==> src/rtl/mem_arb_pkg.sv <==
// Shared types for the memory client arbiter: FSM states, client ids and the
// fixed-priority arbitration function.
package mem_arb_pkg;

    localparam int unsigned DEFAULT_ADDR_W = 22;

    typedef enum logic [1:0] {
        IDLE      = 2'd0,
        WAIT_BUSY = 2'd1,
        WAIT_DONE = 2'd2
    } arb_state_t;

    typedef enum logic [1:0] {
        CLIENT_NONE = 2'd0,
        CLIENT_CPU  = 2'd1,
        CLIENT_VID  = 2'd2,
        CLIENT_REF  = 2'd3
    } client_t;

    // An overdue refresh (two or more owed) beats everyone; one owed refresh only fills idle slots.
    function automatic client_t pick_client(input logic [1:0] pending, input logic vid,
                                            input logic cpu);
        client_t result;
        if (pending >= 2'd2) begin
            result = CLIENT_REF;
        end else if (vid) begin
            result = CLIENT_VID;
        end else if (cpu) begin
            result = CLIENT_CPU;
        end else if (pending != 2'd0) begin
            result = CLIENT_REF;
        end else begin
            result = CLIENT_NONE;
        end
        return result;
    endfunction

endpackage

==> src/rtl/refresh_timer.sv <==
// Refresh interval counter plus a 2-bit saturating count of refreshes owed to
// the memory controller.
module refresh_timer #(
    parameter int unsigned INTERVAL = 1024
) (
    input  logic       clk,
    input  logic       reset,
    input  logic       enable,
    input  logic       done,
    output logic [1:0] pending
);

    localparam int unsigned CW = (INTERVAL > 1) ? $clog2(INTERVAL) : 1;

    logic [CW-1:0] count;
    logic          wrap;

    assign wrap = enable && (count == CW'(INTERVAL - 1));

    always_ff @(posedge clk) begin
        if (reset) begin
            count   <= '0;
            pending <= '0;
        end else begin
            if (enable) begin
                count <= wrap ? '0 : count + 1'b1;
            end
            // A wrap and a completion on the same edge cancel out.
            if (wrap && !done) begin
                if (pending != 2'd3) pending <= pending + 2'd1;
            end else if (done && !wrap) begin
                if (pending != 2'd0) pending <= pending - 2'd1;
            end
        end
    end

endmodule

==> src/rtl/mem_client_arbiter.sv <==
// Arbitrates CPU, video and refresh access to a single memory controller and
// returns read data to the client that was served.
module mem_client_arbiter
    import mem_arb_pkg::*;
#(
    parameter int unsigned ADDR_W           = DEFAULT_ADDR_W,
    parameter int unsigned REFRESH_INTERVAL = 1024
) (
    input  logic              clk,
    input  logic              reset,
    input  logic              cpu_req,
    input  logic              cpu_we,
    input  logic [ADDR_W-1:0] cpu_addr,
    input  logic [7:0]        cpu_din,
    output logic              cpu_ack,
    output logic [7:0]        cpu_dout,
    input  logic              vid_req,
    input  logic [ADDR_W-1:0] vid_addr,
    output logic              vid_ack,
    output logic [7:0]        vid_dout,
    output logic              mem_read,
    output logic              mem_write,
    output logic              mem_refresh,
    output logic [ADDR_W-1:0] mem_addr,
    output logic [7:0]        mem_din,
    input  logic [7:0]        mem_dout,
    input  logic              mem_busy,
    output logic              ready
);

    arb_state_t state;
    client_t    served;
    client_t    winner;
    logic [1:0] pending;
    logic       cpu_write;
    logic       ref_done;

    assign ref_done = (state == WAIT_DONE) && !mem_busy && (served == CLIENT_REF);

    // The ack cycle is a turnaround slot: the finishing client may still show req.
    assign winner = (cpu_ack || vid_ack) ? CLIENT_NONE : pick_client(pending, vid_req, cpu_req);

    refresh_timer #(
        .INTERVAL(REFRESH_INTERVAL)
    ) u_refresh_timer (
        .clk    (clk),
        .reset  (reset),
        .enable (ready),
        .done   (ref_done),
        .pending(pending)
    );

    always_ff @(posedge clk) begin
        if (reset) begin
            state       <= IDLE;
            served      <= CLIENT_NONE;
            cpu_write   <= 1'b0;
            ready       <= 1'b0;
            mem_read    <= 1'b0;
            mem_write   <= 1'b0;
            mem_refresh <= 1'b0;
            mem_addr    <= '0;
            mem_din     <= '0;
            cpu_ack     <= 1'b0;
            vid_ack     <= 1'b0;
            cpu_dout    <= '0;
            vid_dout    <= '0;
        end else begin
            mem_read    <= 1'b0;
            mem_write   <= 1'b0;
            mem_refresh <= 1'b0;
            cpu_ack     <= 1'b0;
            vid_ack     <= 1'b0;
            if (!mem_busy) ready <= 1'b1;

            case (state)
                IDLE: begin
                    if (!mem_busy && (winner != CLIENT_NONE)) begin
                        served <= winner;
                        state  <= WAIT_BUSY;
                        case (winner)
                            CLIENT_VID: begin
                                mem_read <= 1'b1;
                                mem_addr <= vid_addr;
                            end
                            CLIENT_CPU: begin
                                mem_read  <= !cpu_we;
                                mem_write <= cpu_we;
                                mem_addr  <= cpu_addr;
                                mem_din   <= cpu_din;
                                cpu_write <= cpu_we;
                            end
                            CLIENT_REF: mem_refresh <= 1'b1;
                            default: ;
                        endcase
                    end
                end
                WAIT_BUSY: begin
                    if (mem_busy) state <= WAIT_DONE;
                end
                WAIT_DONE: begin
                    if (!mem_busy) begin
                        state <= IDLE;
                        case (served)
                            CLIENT_CPU: begin
                                cpu_ack <= 1'b1;
                                if (!cpu_write) cpu_dout <= mem_dout;
                            end
                            CLIENT_VID: begin
                                vid_ack  <= 1'b1;
                                vid_dout <= mem_dout;
                            end
                            default: ;
                        endcase
                    end
                end
                default: state <= IDLE;
            endcase
        end
    end

endmodule

==> config.mk <==
export PLATFORM = sky130hd
export DESIGN_NAME = mem_client_arbiter
export DESIGN_NICKNAME = d
export VERILOG_FILES = /design/src/rtl/mem_arb_pkg.sv /design/src/rtl/refresh_timer.sv /design/src/rtl/mem_client_arbiter.sv
export SDC_FILE = /design/constraint.sdc
export NUM_CORES = 1
export LEC_CHECK = 0
export CAP_MARGIN = 25
export CORE_UTILIZATION = 45
export CTS_BUF_LIST = sky130_fd_sc_hd__clkbuf_8
export DETAILED_ROUTE_END_ITERATION = 10
export GPL_TIMING_DRIVEN = 1
export PLACE_DENSITY = 0.82
export RECOVER_POWER = 25
export SLEW_MARGIN = 10
export SYNTH_ARGS = -nofsm -noshare
export SYNTH_HDL_FRONTEND = slang
export SYNTH_SLANG_ARGS = --single-unit
==> constraint.sdc <==
create_clock -name clk -period 6.8 [get_ports clk]
set_input_delay 1.36 -clock clk [delete_from_list [all_inputs] [get_ports clk]]
set_output_delay 1.36 -clock clk [all_outputs]
set_load 0.01 [all_outputs]
---- Word-level counts from Yosys, hierarchy flattened ----
Index checks and enable logic that the tools add are counted.
word-level totals
  word-level logic and storage cells ...... 85
  output and inout bits ................... 52
  bits in registers ....................... 69
  input bits .............................. 66
operators by class
  multiplexer cells ....................... 19
  eq/ne operators ......................... 14
  reduce and logical (&&, ||, !) cells .... 27
  magnitude comparators ................... 1
  add/sub/neg operators ................... 3
  bitwise operators ....................... 6
operators with widths
  operator                                                               number
  22-bit one-hot mux with 2 select lines                                 1
  2-bit 2-to-1 mux                                                       12
  3-bit AND reduction                                                    5
  10-bit by 1-bit adder with 10-bit output, second input constant        1
  10-bit equality test, second input constant                            1
  2-bit equality test, second input constant                             5
  10-bit 2-to-1 mux                                                      1
  2-bit inequality test, second input constant                           5
  2-bit nonzero test                                                     5
  2-bit by 1-bit equality test with 1-bit output, second input constant  3
  1-bit logical AND                                                      6
  1-bit inverter                                                         6
  2-bit one-hot mux with 3 select lines                                  1
  3-bit OR reduction                                                     2
  1-bit zero test                                                        4
  4-bit AND reduction                                                    1
  4-bit OR reduction                                                     1
  1-bit 2-to-1 mux                                                       3
  2-bit by 1-bit adder with 2-bit output, second input constant          1
  2-bit >= comparator, second input constant                             1
  2-bit zero test                                                        1
  1-bit one-hot mux with 2 select lines                                  1
  2-bit AND reduction                                                    1
  2-bit by 1-bit subtractor with 2-bit output, second input constant     1
  1-bit logical OR                                                       1

---- Depth between registers and ports, before layout ----
  word-level depth ........................ 10
  depth in mapped cells ................... 10

---- Hierarchy ----
From an unflattened synthesis, not the netlist that was laid out.
unflattened totals
  cell total of the unflattened synthesis .. 341
  area, all modules ....................... 3184.3 µm²
modules (own cells, without submodules)
  module              seq. area each (µm²)  area an instance (µm²)  cells an instance  times used
  mem_client_arbiter  1141.1                2567.5                  275                1
  refresh_timer       240.2                 616.8                   66                 1

---- Least setup slack after synthesis ----
OpenSTA, ideal clock, no wires.
  path kind ............................... input -> register
  from .................................... input cpu_req
  to ...................................... register mem_addr[10]
  library setup time ...................... 81 ps
  arrival ................................. 3242 ps
  setup slack ............................. 3477 ps
  stages .................................. 10
  cell sequence ........................... nand2b_1 a211oi_1 inv_1 ha_1 or4_1 buf_2 nor2_8 buf_6 nor2_1 a211oi_2
on the way
  longest elaborated chain between the ends .. 7
  elaborated cells between the ends (all ways) .. 11
ends and longest elaborated chain
  what                                                                      line                      source
  start, declared                                                           mem_client_arbiter.sv:11  input logic cpu_req,
  2-bit 2-to-1 mux (*)                                                      mem_arb_pkg.sv:28         end else if (cpu) begin
  2-bit 2-to-1 mux (*)                                                      mem_arb_pkg.sv:26         end else if (vid) begin
  2-bit 2-to-1 mux (*)                                                      mem_arb_pkg.sv:24         if (pending >= 2'd2) begin
  2-bit 2-to-1 mux (*)                                                      mem_client_arbiter.sv:41  assign winner = (cpu_ack || vid_ack) ? CLIENT_NONE : pick_client(pending, vid_req, cpu_req);
  net winner[1]                                                             mem_client_arbiter.sv:33  client_t winner;
  2-bit by 1-bit equality test with 1-bit output (tied with other cells)    mem_client_arbiter.sv:81  case (winner)
  2-bit nonzero test (no source line) or 1-bit logical AND (tied branches)  -
  3-bit AND reduction (no source line)                                      -
  end signal, assigned                                                      mem_client_arbiter.sv:84  mem_addr <= vid_addr;
  end signal, assigned                                                      mem_client_arbiter.sv:89  mem_addr <= cpu_addr;
  end, declared                                                             mem_client_arbiter.sv:24  output logic [ADDR_W-1:0] mem_addr,
The timed path passes the listed nets; every way through them passes the cells marked *.
A chain may end at the register's enable or synchronous reset.

==> out/results.ini <==
[die]
core.rowCount = 29
core_area_um2 = 6390
die-height_um = 83.6
ios = 118
initial_core_util_pct = 46.9
die-area_um2 = 6990
die_w_um = 83.6

[synth]
synth-seq-area-share_pct = 46.1
synth_flop_cell = dfxtp_1
synth-edff-count = 0
synth.ff_latch_count = 69
synthTopCellsByArea = dfxtp_1 46%, mux2i_1 13%, a211oi_2 7.5%
synth_top_cell_by_area = dfxtp_1
syn_avg_cell_area_um2 = 9.80
synth_cell_types = 39
synthArstFlopShare_pct = 0
ys_warn_count = 0
netlist.area_leader.share_pct = 46.1
syn_inst = 306
netlist_area_um2 = 3000
syn_nets = 377

[routing]
wl_per_cell_um = 14.5
route.detailed.drc = 0
dr_wl_met3_um = 543
met1_length_um = 3190
via_count = 2590
maxUsedRoutingLayer = met4
via_per_inst = 5.20
drtIter0Drc = 103
drtAntennaViolNets = 0
firstDrtPassIters = 4
finalWirelength_um = 7240
wl_met2_um = 3410

[power]
ir_worst_vdd_uv = 141
p_per_area_nw_per_um2 = 211
clockPowerShare_pct = 40.1
internal-power_uw = 715
pwr-share-comb_pct = 14.0
p_sw_uw = 213
p_seq_share_pct = 45.9
leakagePower_uw = 0.00162
swShare_pct = 23.0

[sta]
min_period_over_period_pct = 62.7
fin_hold_ws_ns = 0.457
tightest_slew_ns = 3.49
setup_viol = 0
fin_worst_skew_ns = 0.00508
setup_tns_ns = 0
slew_viol_final = 72
period_needed_ns = 4.27
slew-limit-headroom_pct = -132
max_freq_mhz = 234
hold_violations = 0
rsz0062_at_grt = false

[clocking]
numCtsBuffers = 9
cts.clk_slew.worst_paths_ns = 0.07
htreeDepth = 3
clock-sinks = 69
cts_hold_buf = 0
tritoncts = built
cts_buffer_depth = 2
ctsResizeCount = 0
cts_setup_buffers = 0
clkLatencyLatePin_ns = 0.33
clk_root_buffer_cell = clkbuf_8

[run]
drv_cap = 1

[final_layout]
syn_to_final_growth_pct = 46.9
layoutNonFillerInstCount = 498
num-nets-final = 487
layout-drive-gt1-share_pct = 9.98
final_common_cell = clkdlybuf4s50_1
antenna_cells = 0
most-common-layout-cells = 100 x clkdlybuf4s50_1, 69 x dfxtp_1, 46 x nor2_1, 39 x mux2i_1
regArea_um2 = 1380
multi_input_area_um2 = 1490
final_cell_area_um2 = 4400
fillers = 532

[grt]
overflow = 0
grt_antenna_before_repair = 0
grt_pass1_wl_um = 12100
grt_use_total_pct = 21.3
grt_pass1_vias = 2578
grt_max_degree = 72

[run_status]
status = complete, but fails checks
violations = max-capacitance violations, max-slew violations

[placement]
dp.cells = 481
placement.io_buffers = 117
place_hpwl_um = 5120
placed_area_um2 = 4170
gp_congestion = 0.791

[critical_path]
cpMaxStageDelayCell = clkbuf_1
path_class = primary input to register
crit_fanout = 71
arrival_ns = 4.35
path_cells = buf_2, clkbuf_1, nand2b_1, o32ai_1
max_stage_delay_ns = 2.45
start_kind = primary input
critPathCaptureType = register
worstPathRequired_ns = 6.89
r2r_setup_slack_ns = 3.76

[hold_path]
hp-class = register to register

-- sequential cells by signal, indices dropped and copies added, names as in the netlist --
register / cells
mem_addr: 22
u_refresh_timer.count: 10
cpu_dout: 8
mem_din: 8
vid_dout: 8
served: 2
state: 2
u_refresh_timer.pending: 2
cpu_ack: 1
cpu_write: 1
mem_read: 1
mem_refresh: 1
mem_write: 1
ready: 1
vid_ack: 1
-- synth_stat cells, drive strengths merged (2+ instances only) --
| cell | number |
|---|---|
| ha | 5 |
| o21ai | 4 |
| nor2 | 47 |
| inv | 8 |
| nor4 | 5 |
| dfxtp | 69 |
| xor2 | 4 |
| nand2 | 18 |
| or4 | 2 |
| mux2i | 39 |
| nor3b | 2 |
| a21oi | 17 |
| or3 | 4 |
| nand2b | 5 |
| nor3 | 4 |
| xnor2 | 2 |
| buf | 9 |
| clkbuf | 11 |
| nand3 | 13 |
| nand4 | 2 |
| a211oi | 24 |
-- cell families after synthesis --
logic type,count (synthesis),share of synthesized area [%]
AOI/OAI and AO/OA,52,14.4
adders and majority gates,5,2.09
xor gates and xnor gates,6,1.75
DFF,69,46.1
and+or+nand+nor,106,17.8
buffers and inverters,28,4.42
muxes,40,13.4
-- critical path: cells and delay by family --
family	cells	cell delay [ns]
compound gates	1	0.10
buf+inv	2	2.53
simple gates	1	0.33
-- routing by layer --
layer / vias to the layer above / GRT usage, %
met2: 98 / 35.5
met4: 0 / 9.24
met3: 10 / 6.13
met5: - / 0
li1: 1299 / -
met1: 1183 / 25.6
-- power by group through the flow --
stage / sequential (uW) / combinational [uW] / clock [uW]
final: 426 / 130 / 373
after global routing: 428 / 140 / 399
after CTS: 426 / 132 / 380
after detailed placement: 436 / 131 / 0
after global placement: 435 / 128 / 0
after floorplan: 440 / 56.9 / 0
-- path summary, 6_finish.rpt --
kind / start / end / cells past startpoint
setup / recovery: reset / u_refresh_timer.pending[1] / 4
hold / removal: mem_din[4] / mem_din[4] / 2
setup reg to reg: u_refresh_timer.pending[0] / mem_addr[11] / 8
hold reg to reg: mem_din[4] / mem_din[4] / 2
-- cell type report --
| type | count | share of cell area, % |
|---|---|---|
| clock inverter | 5 | 1.68 |
| sequential | 69 | 31.4 |
| multi-input combinational | 209 | 33.9 |
| timing repair buffer | 119 | 26.7 |
| tap | 77 | 2.19 |
| clock buffer | 11 | 3.44 |
| inverter | 8 | 0.682 |
-- metrics by stage --
stage	total power [uW]	worst slack [ns]	utilization (%)
finish	929	2.53	68.9
global route	967	2.33	68.9
CTS	938	2.69	68.9
detailed placement	567	2.35	65.4
global placement	563	2.51	65.4
floorplan	497	3.48	-
No activity file was read; power rests on OpenSTA's default activity.
